File: src/rtl/uart_pkg.sv
// Shared UART definitions: receiver state encoding, frame width and default bit timing.
// The transmit side imports this package too.
package uart_pkg;

    typedef enum logic [2:0] {
        IDLE,
        START,
        DATA,
        STOP,
        BREAK
    } uart_rx_state_t;

    localparam int DATA_BITS            = 8;
    localparam int DEFAULT_CLKS_PER_BIT = 868;

endpackage

File: src/rtl/sync_2ff.sv
// Two-flop synchronizer for a single asynchronous input.
// The reset value is a parameter so idle-high lines do not look like an edge when reset is released.
module sync_2ff #(
    parameter logic RESET_VALUE = 1'b0
) (
    input  logic clk,
    input  logic reset_n,
    input  logic d,
    output logic q
);

    logic meta;

    // NOTE: sequential state always uses non-blocking assignments so every flop samples pre-edge values.
    always_ff @(posedge clk or negedge reset_n) begin
        if (!reset_n) begin
            meta <= RESET_VALUE;
            q    <= RESET_VALUE;
        end else begin
            meta <= d;
            q    <= meta;
        end
    end

endmodule

File: src/rtl/uart_rx.sv
// 8N1 UART receiver: centre-sampling FSM, valid/ack byte handshake, framing-error and overrun pulses.
// A held-low line after a bad stop bit is parked in BREAK rather than decoded as repeated 0x00 frames.
module uart_rx
    import uart_pkg::*;
#(
    parameter int CLKS_PER_BIT = DEFAULT_CLKS_PER_BIT
) (
    input  logic                 clk,
    input  logic                 reset_n,
    input  logic                 serial_in,
    output logic [DATA_BITS-1:0] rx_data,
    output logic                 rx_valid,
    input  logic                 rx_ack,
    output logic                 frame_error,
    output logic                 overrun,
    output logic                 busy
);

    localparam int CNT_W = $clog2(CLKS_PER_BIT);
    localparam int BIT_W = $clog2(DATA_BITS);

    localparam logic [CNT_W-1:0] HALF_LAST = CNT_W'(CLKS_PER_BIT / 2 - 1);
    localparam logic [CNT_W-1:0] BIT_LAST  = CNT_W'(CLKS_PER_BIT - 1);
    localparam logic [BIT_W-1:0] LAST_BIT  = BIT_W'(DATA_BITS - 1);

    logic rx_s;

    uart_rx_state_t       state,       state_next;
    logic [CNT_W-1:0]     clk_cnt,     clk_cnt_next;
    logic [BIT_W-1:0]     bit_cnt,     bit_cnt_next;
    logic [DATA_BITS-1:0] shreg,       shreg_next;
    logic [DATA_BITS-1:0] rx_data_next;
    logic                 rx_valid_next;
    logic                 frame_error_next;
    logic                 overrun_next;

    sync_2ff #(
        .RESET_VALUE(1'b1)
    ) u_sync_rx (
        .clk    (clk),
        .reset_n(reset_n),
        .d      (serial_in),
        .q      (rx_s)
    );

    always_ff @(posedge clk or negedge reset_n) begin
        if (!reset_n) begin
            state       <= IDLE;
            clk_cnt     <= '0;
            bit_cnt     <= '0;
            shreg       <= '0;
            rx_data     <= '0;
            rx_valid    <= 1'b0;
            frame_error <= 1'b0;
            overrun     <= 1'b0;
        end else begin
            state       <= state_next;
            clk_cnt     <= clk_cnt_next;
            bit_cnt     <= bit_cnt_next;
            shreg       <= shreg_next;
            rx_data     <= rx_data_next;
            rx_valid    <= rx_valid_next;
            frame_error <= frame_error_next;
            overrun     <= overrun_next;
        end
    end

    always_comb begin
        // NOTE: every output of this block is defaulted first, so no path can leave one unassigned and infer a latch.
        state_next       = state;
        clk_cnt_next     = clk_cnt;
        bit_cnt_next     = bit_cnt;
        shreg_next       = shreg;
        rx_data_next     = rx_data;
        rx_valid_next    = rx_valid;
        frame_error_next = 1'b0;
        overrun_next     = 1'b0;

        if (rx_ack && rx_valid) begin
            rx_valid_next = 1'b0;
        end

        unique case (state)
            IDLE: begin
                if (!rx_s) begin
                    state_next   = START;
                    clk_cnt_next = '0;
                end
            end

            START: begin
                if (clk_cnt == HALF_LAST) begin
                    clk_cnt_next = '0;
                    bit_cnt_next = '0;
                    state_next   = rx_s ? IDLE : DATA;
                end else begin
                    clk_cnt_next = clk_cnt + CNT_W'(1);
                end
            end

            DATA: begin
                if (clk_cnt == BIT_LAST) begin
                    clk_cnt_next = '0;
                    shreg_next   = {rx_s, shreg[DATA_BITS-1:1]};
                    if (bit_cnt == LAST_BIT) begin
                        state_next = STOP;
                    end else begin
                        bit_cnt_next = bit_cnt + BIT_W'(1);
                    end
                end else begin
                    clk_cnt_next = clk_cnt + CNT_W'(1);
                end
            end

            STOP: begin
                if (clk_cnt == BIT_LAST) begin
                    clk_cnt_next = '0;
                    if (rx_s) begin
                        state_next = IDLE;
                        // An ack landing on the stop-sample edge frees the holding register first.
                        if (!rx_valid || rx_ack) begin
                            rx_data_next  = shreg;
                            rx_valid_next = 1'b1;
                        end else begin
                            overrun_next = 1'b1;
                        end
                    end else begin
                        state_next       = BREAK;
                        frame_error_next = 1'b1;
                    end
                end else begin
                    clk_cnt_next = clk_cnt + CNT_W'(1);
                end
            end

            BREAK: begin
                if (rx_s) begin
                    state_next = IDLE;
                end
            end

            default: state_next = IDLE;
        endcase
    end

    assign busy = (state != IDLE);

endmodule

File: config.mk
export PLATFORM = sky130hd
export DESIGN_NAME = uart_rx
export DESIGN_NICKNAME = d
export VERILOG_FILES = /design/src/rtl/uart_pkg.sv /design/src/rtl/sync_2ff.sv /design/src/rtl/uart_rx.sv
export SDC_FILE = /design/constraint.sdc
export NUM_CORES = 1
export LEC_CHECK = 0
export ABC_AREA = 1
export CAP_MARGIN = 25
export CORE_ASPECT_RATIO = 1.25
export CORE_UTILIZATION = 40
export DETAILED_ROUTE_END_ITERATION = 16
export MAX_ROUTING_LAYER = met4
export PLACE_DENSITY = 0.7
export SYNTH_ARGS = -nofsm -noshare
export SYNTH_HDL_FRONTEND = slang
export SYNTH_SLANG_ARGS = --single-unit
File: constraint.sdc
create_clock -name clk -period 2.37 [get_ports clk]
set_clock_uncertainty 0.2 [all_clocks]
set_input_delay 0.474 -clock clk [delete_from_list [all_inputs] [get_ports clk]]
set_output_delay 0.474 -clock clk [all_outputs]
set_load 0.02 [all_outputs]
==> key figures <==
Run status
  – Status: finished, final reports clean

Routing
  – Post-DR wirelength/cell: approximately 12 um
  – DR iter-0 viols: 88
  – ANT nets after route: 0
  – Initial DRT Pass Iterations: 4
  – DRC Markers: 0
  – Post-Route WL: around 4000 um
  – DR vias: about 1.6k
  – Drt via density: between 4 and 5

Power and ir drop
  – Clock share of power: around half
  – Comb pwr share: 1.6%
  – Sw frac: a little under a fifth
  – Static Leak: between 1 and 1.5 nW
  – Sw power: around 250 uW
  – Power Density: approximately 580 mW/mm^2
  – Internal: around 1.1 mW
  – Sequential power share: 48.6%
  – Maximum VDD drop: around 0.00035 V

Synthesis
  – Ys flop type: dfrtp_1
  – Mapped Nets: approximately 250
  – Async SR Flop Fraction: 100.0%
  – Top cell type's share of synthesized area: a little under half
  – List of most frequent post-synthesis cells: nand2_1 (85), dfrtp_1 (35), nor2_1 (28), inv_1 (25), nand3_1 (21)
  – Seq cells post-synth: 37
  – Area leader, netlist: dfrtp_1
  – Most area-consuming cells after synthesis: dfrtp_1 (47%), nand2_1 (17%), nand3_1 (5.6%)
  – Mapped cell area: approximately 0.0019 sq mm
  – Yosys warns: 0
  – Syn avg cell area: 7.739 sq um
  – Cell with the most instances after synthesis: nand2_1
  – EDFF count, synth: 0
  – Post-synth cell types: 23
  – Sequential fraction of the synthesis area: 49.37%
  – Mapped Cells: approximately 240

Global route
  – First-pass GRT wire length: 6941 um
  – Largest net degree at the start of global routing: 22
  – Tot GR Track Use: around a fifth
  – Total congestion overflow: 0
  – Initial antenna violation count: 0
  – Vias in the first global route: roughly 1.6k

Setup path
  – Worst setup SP type: flip-flop
  – CP Capture Type: primary output
  – Crit-path cells: nor2_1 > nand2_1 > clkdlybuf4s50_1
  – Worst Path Class, Setup: flip-flop to primary output
  – CP top delay family: buffers and inverters
  – Maximum fanout along the worst path: 5
  – CP max-delay cell: clkdlybuf4s50_1
  – Worst EP arrival: between 1500 and 2000 ps
  – Buffers & Inverters on Critical Path: 1
  – Worst Path Required: between 1500 and 2000 ps
  – Max incr delay on CP: 540 ps

CTS
  – H-tree depth: 2
  – Cts bufs inserted: 5
  – Post-CTS Setup Inserts: 0
  – Worst-Skew Late Latency: approximately 300 ps
  – CTS tree: done
  – Reg clk slew, reported paths: around 80 ps
  – Clock buffer depth: 2
  – Clk root buf: clkbuf_8
  – Sink Count: 37

Layout
  – Layout net count: between 200 and 300
  – Area growth from synthesis to layout: 20.43%
  – Layout Utilization: 50.79%
  – Share of layout cells above drive strength 1: 9.259%
  – Fillers: between 400 and 500
  – Final instance area: 0.002265 sq mm
  – Diode count: 0

Placed design
  – Worst slack at placement: 379.6 ps
  – DPL Wire Length: between 2000 and 3000 um
  – Final GP Congestion: just under 0.9
  – Post-place instance area: between 0.002 and 0.0025 sq mm
  – I/O Buffers: 15

STA
  – # setup viols final: 0
  – Final Max Slew Viols: 0
  – RSZ-0062 raised after global routing: no
  – Max Fclk: about 440 MHz
  – Minimum clock period: 2250 ps
  – Worst-margin pin slew: 481.2 ps
  – Worst hold slack: about 150 ps
  – Setup TNS: 0 ps
  – Fin. Hold Viols: 0
  – PnR worst setup slack: between 100 and 150 ps
  – Final Cycle Share: around 95%
  – Max_slew headroom: 67.92%

Die
  – Die height: 78.66 um
  – Core area: between 0.004 and 0.005 sq mm
  – Die width: between 60 and 70 um
  – Die area: 0.004981 sq mm
  – Initial core utilization: between 40% and 50%
  – Rows: 27
  – IO Count: 16

Min path
  – Hold/Removal Path Class: flip-flop to flip-flop

Run
  – Max Cap Viol: 0
## registers in the layout, summed over array words and instances, names as in the netlist
| signal | count |
|---|---|
| clk_cnt | 10 |
| rx_data | 8 |
| shreg | 8 |
| bit_cnt | 3 |
| state | 3 |
| frame_error | 1 |
| overrun | 1 |
| rx_valid | 1 |
| u_sync_rx.meta | 1 |
| u_sync_rx.q | 1 |
## logic make-up after synthesis
kind of cell / share of synthesized area, %
compound gates: 3.260
xor+xnor: 1.397
buf+inv: 6.387
flops: 49.37
fa+ha+maj: 2.661
simple gates: 36.93
## layout by cell type (no fill, tap or decap)
cell type,n
o21ai_1,3
buf_4,5
nand2_1,85
dfstp_2,2
a21oi_2,1
buf_2,1
nor3_4,1
clkinv_2,1
ha_1,4
nand4_1,16
o21ai_0,5
inv_2,3
a21oi_1,1
inv_1,25
nor3_1,1
nor2_2,2
nand3_2,1
bufinv_16,2
clkdlybuf4s50_1,14
nand2_2,1
xor2_1,3
nor2_1,28
clkbuf_8,5
nand3_1,21
dlygate4sd3_1,1
dfrtp_1,35
nand3b_1,2
o211ai_1,1
## power groups by stage
| stage | sequential (mW) | clock [mW] | combinational (mW) |
|---|---|---|---|
| global placement | 0.648 | 0 | 0.0204 |
| CTS | 0.636 | 0.664 | 0.0226 |
| global route | 0.636 | 0.689 | 0.0251 |
| finish | 0.636 | 0.652 | 0.0210 |
| detailed placement | 0.648 | 0 | 0.0215 |
| floorplan | 0.648 | 0 | 0.00131 |
## metrics by stage
stage	power, mW	instances
4_1_cts	1.322	328
5_1_grt	1.350	328
6_report	1.308	328
3_5_place_dp	0.6697	319
3_3_place_gp	0.6684	319
2_1_floorplan	0.6491	243
## final cells by class
cell class / instances / area (sq um) / share of cell area, %
clock inverters: 3 / 65.06 / 2.873
well taps: 58 / 72.57 / 3.204
flip-flops and latches: 37 / 928.4 / 40.99
inverters: 28 / 105.1 / 4.641
repair buffers: 21 / 192.7 / 8.508
clock buffers: 5 / 68.82 / 3.039
multi-input cells: 176 / 832.0 / 36.74
## worst register-to-register path, cell delays in order, from the launching register on
cell and delay (ps):
dfrtp_1 420, ha_1 290, nand3_1 180, nor3_4 330, buf_4 240, nand2_2 130
nand2_1 90, nand2_1 60
## layer usage
metal	wire length, um	part of all wire [%]	track usage, %
met5	0	0	-
met4	121	3.0	10.23
met3	161	4.0	4.942
met2	1911	48	29.15
met1	1785	45	21.79
## path summary, 6_finish.rpt
kind | from | cells past startpoint | to | slack [ps]
setup / recovery | state[0] | 3 | busy | 120
hold / removal | u_sync_rx.meta | 0 | u_sync_rx.q | 150
setup reg to reg | clk_cnt[0] | 7 | shreg[2] | 330
hold reg to reg | u_sync_rx.meta | 0 | u_sync_rx.q | 150
max in group asynchronous | reset_n | 3 | shreg[7] | 990
min in group asynchronous | reset_n | 2 | clk_cnt[3] | 460
## repair_timing
action / 4_1_cts / 5_1_grt
endpoints found under the hold margin: 17 / 0
resized for setup: 0 / 0
hold buffers: 1 / 0
Note: power is estimated with default switching activity, not from simulation.
